**src/rtl/mem_stage_ctrl.sv**
```systemverilog
// Memory-stage controller: runs 1/2/3-beat data-memory transactions over a req/ack
// handshake, stalls upstream while busy, and registers the MEM/WB, PC-reload and flag results.
module mem_stage_ctrl #(
  parameter int MEM_AW = 12
) (
  input  logic              clk,
  input  logic              reset,
  input  logic [31:0]       Data,
  input  logic [2:0]        WB_Address,
  input  logic              MR,
  input  logic              MW,
  input  logic              WB,
  input  logic [31:0]       Address,
  input  logic              Stack_PC,
  input  logic              Stack_Flags,
  input  logic [2:0]        Final_Flags,
  output logic              mem_req,
  output logic              mem_we,
  output logic [MEM_AW-1:0] mem_addr,
  output logic [15:0]       mem_wdata,
  input  logic [15:0]       mem_rdata,
  input  logic              mem_ack,
  output logic              stall,
  output logic              wb_en,
  output logic [2:0]        wb_addr,
  output logic [15:0]       wb_data,
  output logic              pc_load,
  output logic [31:0]       pc_value,
  output logic              flags_load,
  output logic [2:0]        Flags_From_Memory
);

  typedef enum logic {S_IDLE, S_ACCESS} state_e;

  typedef struct packed {
    logic              we;
    logic              spc;
    logic              sfl;
    logic              wb;
    logic [2:0]        wa;
    logic [2:0]        ff;
    logic [31:0]       data;
    logic [MEM_AW-1:0] base;
    logic [1:0]        last;
  } op_t;

  state_e      state_q, state_d;
  op_t         op_q, op_d;
  logic [1:0]  beat_q, beat_d;
  logic [15:0] lo_q, lo_d;
  logic [2:0]  flg_q, flg_d;
  logic        wb_en_q, wb_en_d;
  logic [2:0]  wb_addr_q, wb_addr_d;
  logic [15:0] wb_data_q, wb_data_d;
  logic        pc_load_q, pc_load_d;
  logic [31:0] pc_value_q, pc_value_d;
  logic        flags_load_q, flags_load_d;
  logic [2:0]  ffm_q, ffm_d;

  logic              mem_op, access, last_beat;
  logic              is_flag_beat, is_lo_beat;
  logic [MEM_AW-1:0] addr_off, beat_addr;
  logic [15:0]       beat_wdata, flags_word;
  logic              unused_addr_hi;

  assign unused_addr_hi = ^Address[31:MEM_AW];
  assign mem_op    = MR | MW;
  assign access    = (state_q == S_ACCESS);
  assign last_beat = (beat_q == op_q.last);

  // Pushes walk the stack downward, pops walk it upward, both from the latched base.
  always_comb begin
    addr_off   = MEM_AW'(beat_q);
    beat_addr  = op_q.we ? (op_q.base - addr_off) : (op_q.base + addr_off);
    flags_word = {13'b0, op_q.ff};
    if (op_q.spc) begin
      case (beat_q)
        2'd0:    beat_wdata = op_q.data[31:16];
        2'd1:    beat_wdata = op_q.data[15:0];
        default: beat_wdata = flags_word;
      endcase
    end else if (op_q.sfl) begin
      beat_wdata = flags_word;
    end else begin
      beat_wdata = op_q.data[15:0];
    end
    is_flag_beat = ~op_q.we & op_q.sfl & (~op_q.spc | (beat_q == 2'd0));
    is_lo_beat   = ~op_q.we & op_q.spc & (beat_q == (op_q.sfl ? 2'd1 : 2'd0));
  end

  assign mem_req   = access;
  assign mem_we    = access & op_q.we;
  assign mem_addr  = access ? beat_addr : '0;
  assign mem_wdata = access ? beat_wdata : '0;
  // Drops in the final-ack cycle so EX/MEM advances on that edge and the op is not re-issued.
  assign stall = ~reset & ((~access & mem_op) | (access & ~(mem_ack & last_beat)));

  always_comb begin
    state_d      = state_q;
    op_d         = op_q;
    beat_d       = beat_q;
    lo_d         = lo_q;
    flg_d        = flg_q;
    wb_en_d      = wb_en_q;
    wb_addr_d    = wb_addr_q;
    wb_data_d    = wb_data_q;
    pc_load_d    = 1'b0;
    pc_value_d   = pc_value_q;
    flags_load_d = 1'b0;
    ffm_d        = ffm_q;
    case (state_q)
      S_IDLE: begin
        if (mem_op) begin
          op_d.we   = MW;
          op_d.spc  = Stack_PC;
          op_d.sfl  = Stack_Flags;
          op_d.wb   = WB;
          op_d.wa   = WB_Address;
          op_d.ff   = Final_Flags;
          op_d.data = Data;
          op_d.base = Address[MEM_AW-1:0];
          op_d.last = Stack_PC ? (Stack_Flags ? 2'd2 : 2'd1) : 2'd0;
          beat_d    = '0;
          wb_en_d   = 1'b0;
          state_d   = S_ACCESS;
        end else begin
          wb_en_d   = WB;
          wb_addr_d = WB_Address;
          wb_data_d = Data[15:0];
        end
      end
      S_ACCESS: begin
        wb_en_d = 1'b0;
        if (mem_ack) begin
          if (is_lo_beat)   lo_d  = mem_rdata;
          if (is_flag_beat) flg_d = mem_rdata[2:0];
          if (last_beat) begin
            state_d   = S_IDLE;
            beat_d    = '0;
            wb_addr_d = op_q.wa;
            if (op_q.we) begin
              wb_en_d   = op_q.wb;
              wb_data_d = op_q.data[15:0];
            end else if (op_q.spc) begin
              // Final beat of a PC pop is always the high half.
              pc_load_d  = 1'b1;
              pc_value_d = {mem_rdata, lo_q};
              if (op_q.sfl) begin
                flags_load_d = 1'b1;
                ffm_d        = flg_q;
              end
            end else if (op_q.sfl) begin
              flags_load_d = 1'b1;
              ffm_d        = mem_rdata[2:0];
            end else begin
              wb_en_d   = op_q.wb;
              wb_data_d = mem_rdata;
            end
          end else begin
            beat_d = beat_q + 2'd1;
          end
        end
      end
      default: state_d = S_IDLE;
    endcase
  end

  always_ff @(posedge clk or posedge reset) begin
    if (reset) begin
      state_q      <= S_IDLE;
      op_q         <= '0;
      beat_q       <= '0;
      lo_q         <= '0;
      flg_q        <= '0;
      wb_en_q      <= 1'b0;
      wb_addr_q    <= '0;
      wb_data_q    <= '0;
      pc_load_q    <= 1'b0;
      pc_value_q   <= '0;
      flags_load_q <= 1'b0;
      ffm_q        <= '0;
    end else begin
      state_q      <= state_d;
      op_q         <= op_d;
      beat_q       <= beat_d;
      lo_q         <= lo_d;
      flg_q        <= flg_d;
      wb_en_q      <= wb_en_d;
      wb_addr_q    <= wb_addr_d;
      wb_data_q    <= wb_data_d;
      pc_load_q    <= pc_load_d;
      pc_value_q   <= pc_value_d;
      flags_load_q <= flags_load_d;
      ffm_q        <= ffm_d;
    end
  end

  assign wb_en             = wb_en_q;
  assign wb_addr           = wb_addr_q;
  assign wb_data           = wb_data_q;
  assign pc_load           = pc_load_q;
  assign pc_value          = pc_value_q;
  assign flags_load        = flags_load_q;
  assign Flags_From_Memory = ffm_q;

endmodule

```
**config.mk**
```make
export PLATFORM = sky130hd
export DESIGN_NAME = mem_stage_ctrl
export DESIGN_NICKNAME = d
export VERILOG_FILES = /design/src/rtl/mem_stage_ctrl.sv
export SDC_FILE = /design/constraint.sdc
export NUM_CORES = 1
export LEC_CHECK = 0
export CORE_ASPECT_RATIO = 0.8
export CORE_UTILIZATION = 49
export DETAILED_ROUTE_END_ITERATION = 8
export PLACE_DENSITY_LB_ADDON = 0.15
export SLEW_MARGIN = 20
export SYNTH_ARGS = -nofsm -noshare
export SYNTH_HDL_FRONTEND = slang
export SYNTH_SLANG_ARGS = --single-unit
export TNS_END_PERCENT = 1
```
**constraint.sdc**
```tcl
create_clock -name clk -period 5.54 [get_ports clk]
set_clock_uncertainty 0.15 [all_clocks]
set_input_delay 1.108 -clock clk [delete_from_list [all_inputs] [get_ports clk]]
set_output_delay 1.108 -clock clk [all_outputs]
set_load 0.03 [all_outputs]
```
## Word level (Yosys, flattened, before mapping)

Cells that the tools add are included.

| cells by class | value |
|---|---|
| add/sub/neg operators | 3 |
| bitwise operators | 17 |
| equal/unequal tests | 9 |
| reduce and logical (&&, ||, !) cells | 9 |
| mux-type cells | 48 |

Operators by type and width:

| cell | count |
|---|---|
| 16-bit two-way mux | 9 |
| 16-bit case mux with 2 select lines | 2 |
| 12-bit two-way mux | 2 |
| 1-bit two-way mux | 20 |
| 3-bit two-way mux | 6 |
| 5-bit AND reduction | 3 |
| 12-bit by 2-bit adder with 12-bit output | 1 |
| 12-bit by 2-bit subtractor with 12-bit output | 1 |
| 2-bit two-way mux | 5 |
| 1-bit bitwise AND | 9 |
| 3-bit AND reduction | 3 |
| 2-bit != test (second input constant) | 3 |
| 3-bit by 2-bit != test with 1-bit output (second input constant) | 2 |
| 3-bit case mux with 2 select lines | 1 |
| 1-bit NOT | 5 |
| 1-bit case mux with 2 select lines | 2 |
| 2-bit case mux with 2 select lines | 1 |
| 2-bit AND reduction | 2 |
| 1-bit OR | 3 |
| 2-bit by 1-bit adder with 2-bit output (second input constant) | 1 |
| 2-bit by 1-bit == test with 1-bit output | 1 |
| 2-bit by 1-bit == test with 1-bit output (second input constant) | 1 |
| 2-bit == test | 1 |
| 2-bit logical NOT | 1 |
| 2-bit by 1-bit != test with 1-bit output (second input constant) | 1 |

| storage, ports and cells | value |
|---|---|
| output and inout bits | 88 |
| input bits | 94 |
| register bits after elaboration | 135 |
| logic and storage cells | 106 |

## Logic depth before layout (Yosys ltp)

| depth | value |
|---|---|
| depth after elaboration | 6 |
| depth in mapped cells | 11 |
| gate-level depth less buffers | 10 |

## Worst setup path before layout

Ideal clock, no wire load.

| path | value |
|---|---|
| kind | reg-to-output |
| start point | reg beat_q[1] |
| end point | out mem_addr[10] |
| path buffers | 1 |
| data required time | 4,282 ps |
| data arrival time | 3,133 ps |
| stages on the path, launching flop included | 12 |
| setup slack | 1,149 ps |
| cells stage by stage | dfrtp_1 inv_1 ha_1 clkbuf_1 nor2_1 inv_1 ha_1 and3_4 and3_1 or3_1 o21ai_0 nor3b_1 |

| on the way | value |
|---|---|
| cells in the longest elaborated chain, start to end | 3 |
| elaborated cells between the ends (all ways) | 4 |
| classes of those cells | 2 x add/sub; 2 x mux |

Ends and longest elaborated chain:

| item | line | text |
|---|---|---|
| start, declared | 49 | `logic [1:0] beat_q, beat_d;` |
| start signal, assigned | 185 | `beat_q <= beat_d;` |
| 12-bit by 2-bit adder with 12-bit output / 12-bit by 2-bit subtractor with 12-bit output (equally long branches) | 74 | `beat_addr = op_q.we ? (op_q.base - addr_off) : (op_q.base + addr_off);` |
| 12-bit two-way mux * | 74 |  |
| 12-bit two-way mux * | 93 | `assign mem_addr = access ? beat_addr : '0;` |
| end, declared | 19 | `output logic [MEM_AW-1:0] mem_addr,` |

Every way passes the cells marked *; elsewhere a longest branch is shown, timed or not.

## Final worst setup path

| path | value |
|---|---|
| start point | reg beat_q[1] |
| end point | out mem_addr[11] |

The elaborated chain is that of the path after synthesis.

==> results.md <==
* Distinct cells, synth at 48
* Flop2flop setup slack at 2.63 ns
* Sequential share of power at 26.4%
* Status: finished clean
* Reg-to-reg critical path startpoint: op_q[54]$_DFFE_PP0P_
* Clock transition at path regs at 0.06 ns
* Die area at 13,900 um2
* Detail Route Antenna Nets at 0
* Total Nets Final at 789
* Die H at between 100 and 150 um
* YS warnings at 0
* DP Worst Slack at 0.740 ns
* GRT busiest layer: met2
* Die Wd at 132 um
* Switching pwr at 2880 uW
* CTS Buf Count at 17
* RSZ-0062 raised after global routing: no
* Final setup viols at 0
* Synth Instances at roughly 530
* Layout cells sized above 1 at 25.1%
* CP Data Required Time at 4.28 ns
* Slew Limit Fails at 0
* Layout area overhead at 36.3%
* GP Congestion at 0.804
* Row cnt at 37
* Net Sw Frac at 41.1%
* Internal power at 4120 uW
* Critical path class: reg2out
* Port Buf Inserts at 161
* Post-synthesis register bit count at 135
* Reg2reg path depth at 4
* Worst slew margin at a little over a third
* # hold bufs at CTS at 0
* Total global routing overflow at 0
* Grt met2 use at 39.6%
* TritonCTS clock tree: done
* Fin util at 69.2%
* Area of the mapped netlist at 6580 um2
* Dpl hpwl at 11.1 mm
* Syn Area/Cell at 12.5 um2
* H-tree depth at 4
* Yosys top cell area share at 51.3%
* Crit path max fanout at 9
* Pin count of the biggest net entering global routing at about 110
* Detailed Route WL at roughly 16 mm
* Sink Count at approximately 140
* Leak at 0.00382 uW
* Hold Path Cell Cnt at 1
* Period utilization at a little over nine tenths
* Via density per instance at about 5.4
* Fin Setup TNS at 0 ns
* Clk pwr share at 17.8%
* Register area share after synthesis at 51.3%
* Met1 Resource Use GR at 31.8%
* First-pass GRT wire length at 26.1 mm
* Post-cts repair resize count at 0
* Root Buffer: clkbuf_16
* Via count at 4,741
* Pwr Density at 779 nW/um2
* Drt first pass iters at 4
* WHS Endpoint: lo_q[11]$_DFFE_PP0P_
* Core area at 13,000 um2
* Critical R2R Capture: wb_data[11]$_DFFE_PP0P_
* Syn_nets at 633
* Leading area contributor after synthesis: dfrtp_1
* Register area at 3380 um2
* Worst slew pin tran at 0.964 ns
* Initial antenna violation count at 2
* Fmax at 190 MHz
* Hold wc startpoint: lo_q[11]$_DFFE_PP0P_
* Initial core utilization at 50.8%
* Vias in the first global route at 4,955
* M3 GR Usage at 6.11%
* Clk buf depth at 2
* WL per Instance at between 15 and 20 um
* Multi-input logic area at 3020 um2
* Final WS setup at 0.285 ns
* Final hold viol count at 0
* Clk_lat worst skew at 0.41 ns
* Detailed-route DRC error count at 0
* Top-level I/O count at 182
* Dominant cells by area after synthesis: dfrtp_1 51%, mux2_2 20%, mux2i_1 3.0%
* Crit path time final at 5.26 ns
* Worst Hold Class: reg2reg
* Post-CTS setup buffer count at 0
* Worst setup SP type: register
* Maxcap violations at 0
* Worst VDD drop at 0.383 mV
* GRT Total Usage at 24.4%
* Comb pwr share at 55.8%
* Arr. time, crit path at 4.00 ns
* Number of fill cells at 973
* CP endpoint kind: output port
* First-iteration detailed-routing DRC count at 227
worst max path at each step:
stage                     slack, ns                   from                                to
after floorplan                0.67                  reset  Flags_From_Memory[0]$_DFFE_PP0P_
after global placement         0.85  beat_q[1]$_DFFE_PP0P_                      mem_addr[11]
after detailed placement       0.74  beat_q[1]$_DFFE_PP0P_                      mem_addr[11]
after CTS                      0.28  beat_q[1]$_DFFE_PP0P_                      mem_addr[11]
after global routing           0.08  beat_q[1]$_DFFE_PP0P_                       mem_addr[9]
final                          0.28  beat_q[1]$_DFFE_PP0P_                      mem_addr[11]
stage by stage:
step	power [uW]	cell area (um2)	hold slack (ns)	cells
floorplan	4440	6580	0.302	525
CTS	7020	8970	0.336	869
global placement	5600	8310	0.312	836
finish	6990	8970	0.335	870
global route	7360	8970	0.362	870
detailed placement	5730	8320	0.323	837
layout make-up:
| cell class | count | area share [%] |
|---|---|---|
| Clock inverter | 13 | 2.41 |
| Antenna cell | 1 | 0.0279 |
| Sequential cell | 135 | 37.7 |
| Tap cell | 175 | 2.44 |
| Timing Repair Buffer | 167 | 18.5 |
| Inverter | 10 | 0.474 |
| Clock buffer | 19 | 4.83 |
| Multi-Input combinational cell | 350 | 33.6 |
power by group through the flow:
stage                     sequential [uW]  clock, uW  combinational, uW
after floorplan                      2140          0               2300
after global placement               1820          0               3780
after detailed placement             1850          0               3880
after CTS                            1840       1270               3910
after global routing                 1910       1310               4140
final                                1850       1240               3900
worst max-delay path, cell delays in order (launching register included):
cell and delay (ns):
dfrtp_1 0.46, inv_1 0.13, ha_1 0.24, nor2_1 0.17, inv_1 0.23, ha_1 0.44, and3_4 0.23, and3_1 0.18
o31a_1 0.24, a311oi_1 0.29, mux2_2 0.37, clkdlybuf4s50_1 0.59
routing by layer:
layer / share of wire, % / vias up
met4: 1.1 / 0
met2: 49 / 145
met3: 5.8 / 16
met1: 44 / 2377
met5: 0 / -
li1: - / 2203
sequential cells by signal, summed over array words and instances (netlist names), 3 cells and up:
signal,count
pc_value,32
wb_addr,3
lo_q,16
Flags_From_Memory,3
op_q,53
flg_q,3
flags_word,3
wb_data,16
layout by cell type (no fill, tap or decap), types with 13 or more instances in the layout:
cell type | netlist | routed
clkdlybuf4s50_1 | 0 | 161
dfrtp_1 | 135 | 134
mux2_2 | 116 | 116
nor2_1 | 43 | 42
a21oi_1 | 27 | 27
mux2i_1 | 20 | 20
clkbuf_16 | 0 | 17
a22oi_1 | 16 | 16
nand2_1 | 14 | 14
a22o_1 | 13 | 13
ha_1 | 13 | 13
cells in the mapped netlist, drive strengths merged:
cell	n
clkbuf	13
buf	17
xnor2	5
or3	1
a311oi	2
nand3	3
nand2b	5
a31oi	3
nand2	15
o31a	2
xor2	1
o211ai	1
nor3b	1
nor3	7
o2111a	1
a21oi	27
mux2	132
o21ai	12
ha	13
dfrtp	135
a22oi	16
o21a	5
o2111ai	2
a21o	4
inv	10
nor4	1
a211oi	1
and3	3
a21boi	2
fa	1
a22o	13
nor2	44
and2	2
nor2b	5
mux2i	20
kinds of logic after synthesis:
| family | synth area share (%) |
|---|---|
| adder cells (fa/ha/maj) | 2.77 |
| buffers and inverters | 3.06 |
| XOR/XNOR | 0.798 |
| multiplexers | 26.2 |
| AND/OR/NAND/NOR | 6.39 |
| AO/OA/AOI/OAI | 9.48 |
| flip-flops | 51.3 |
(Power assumes the default switching activity.)
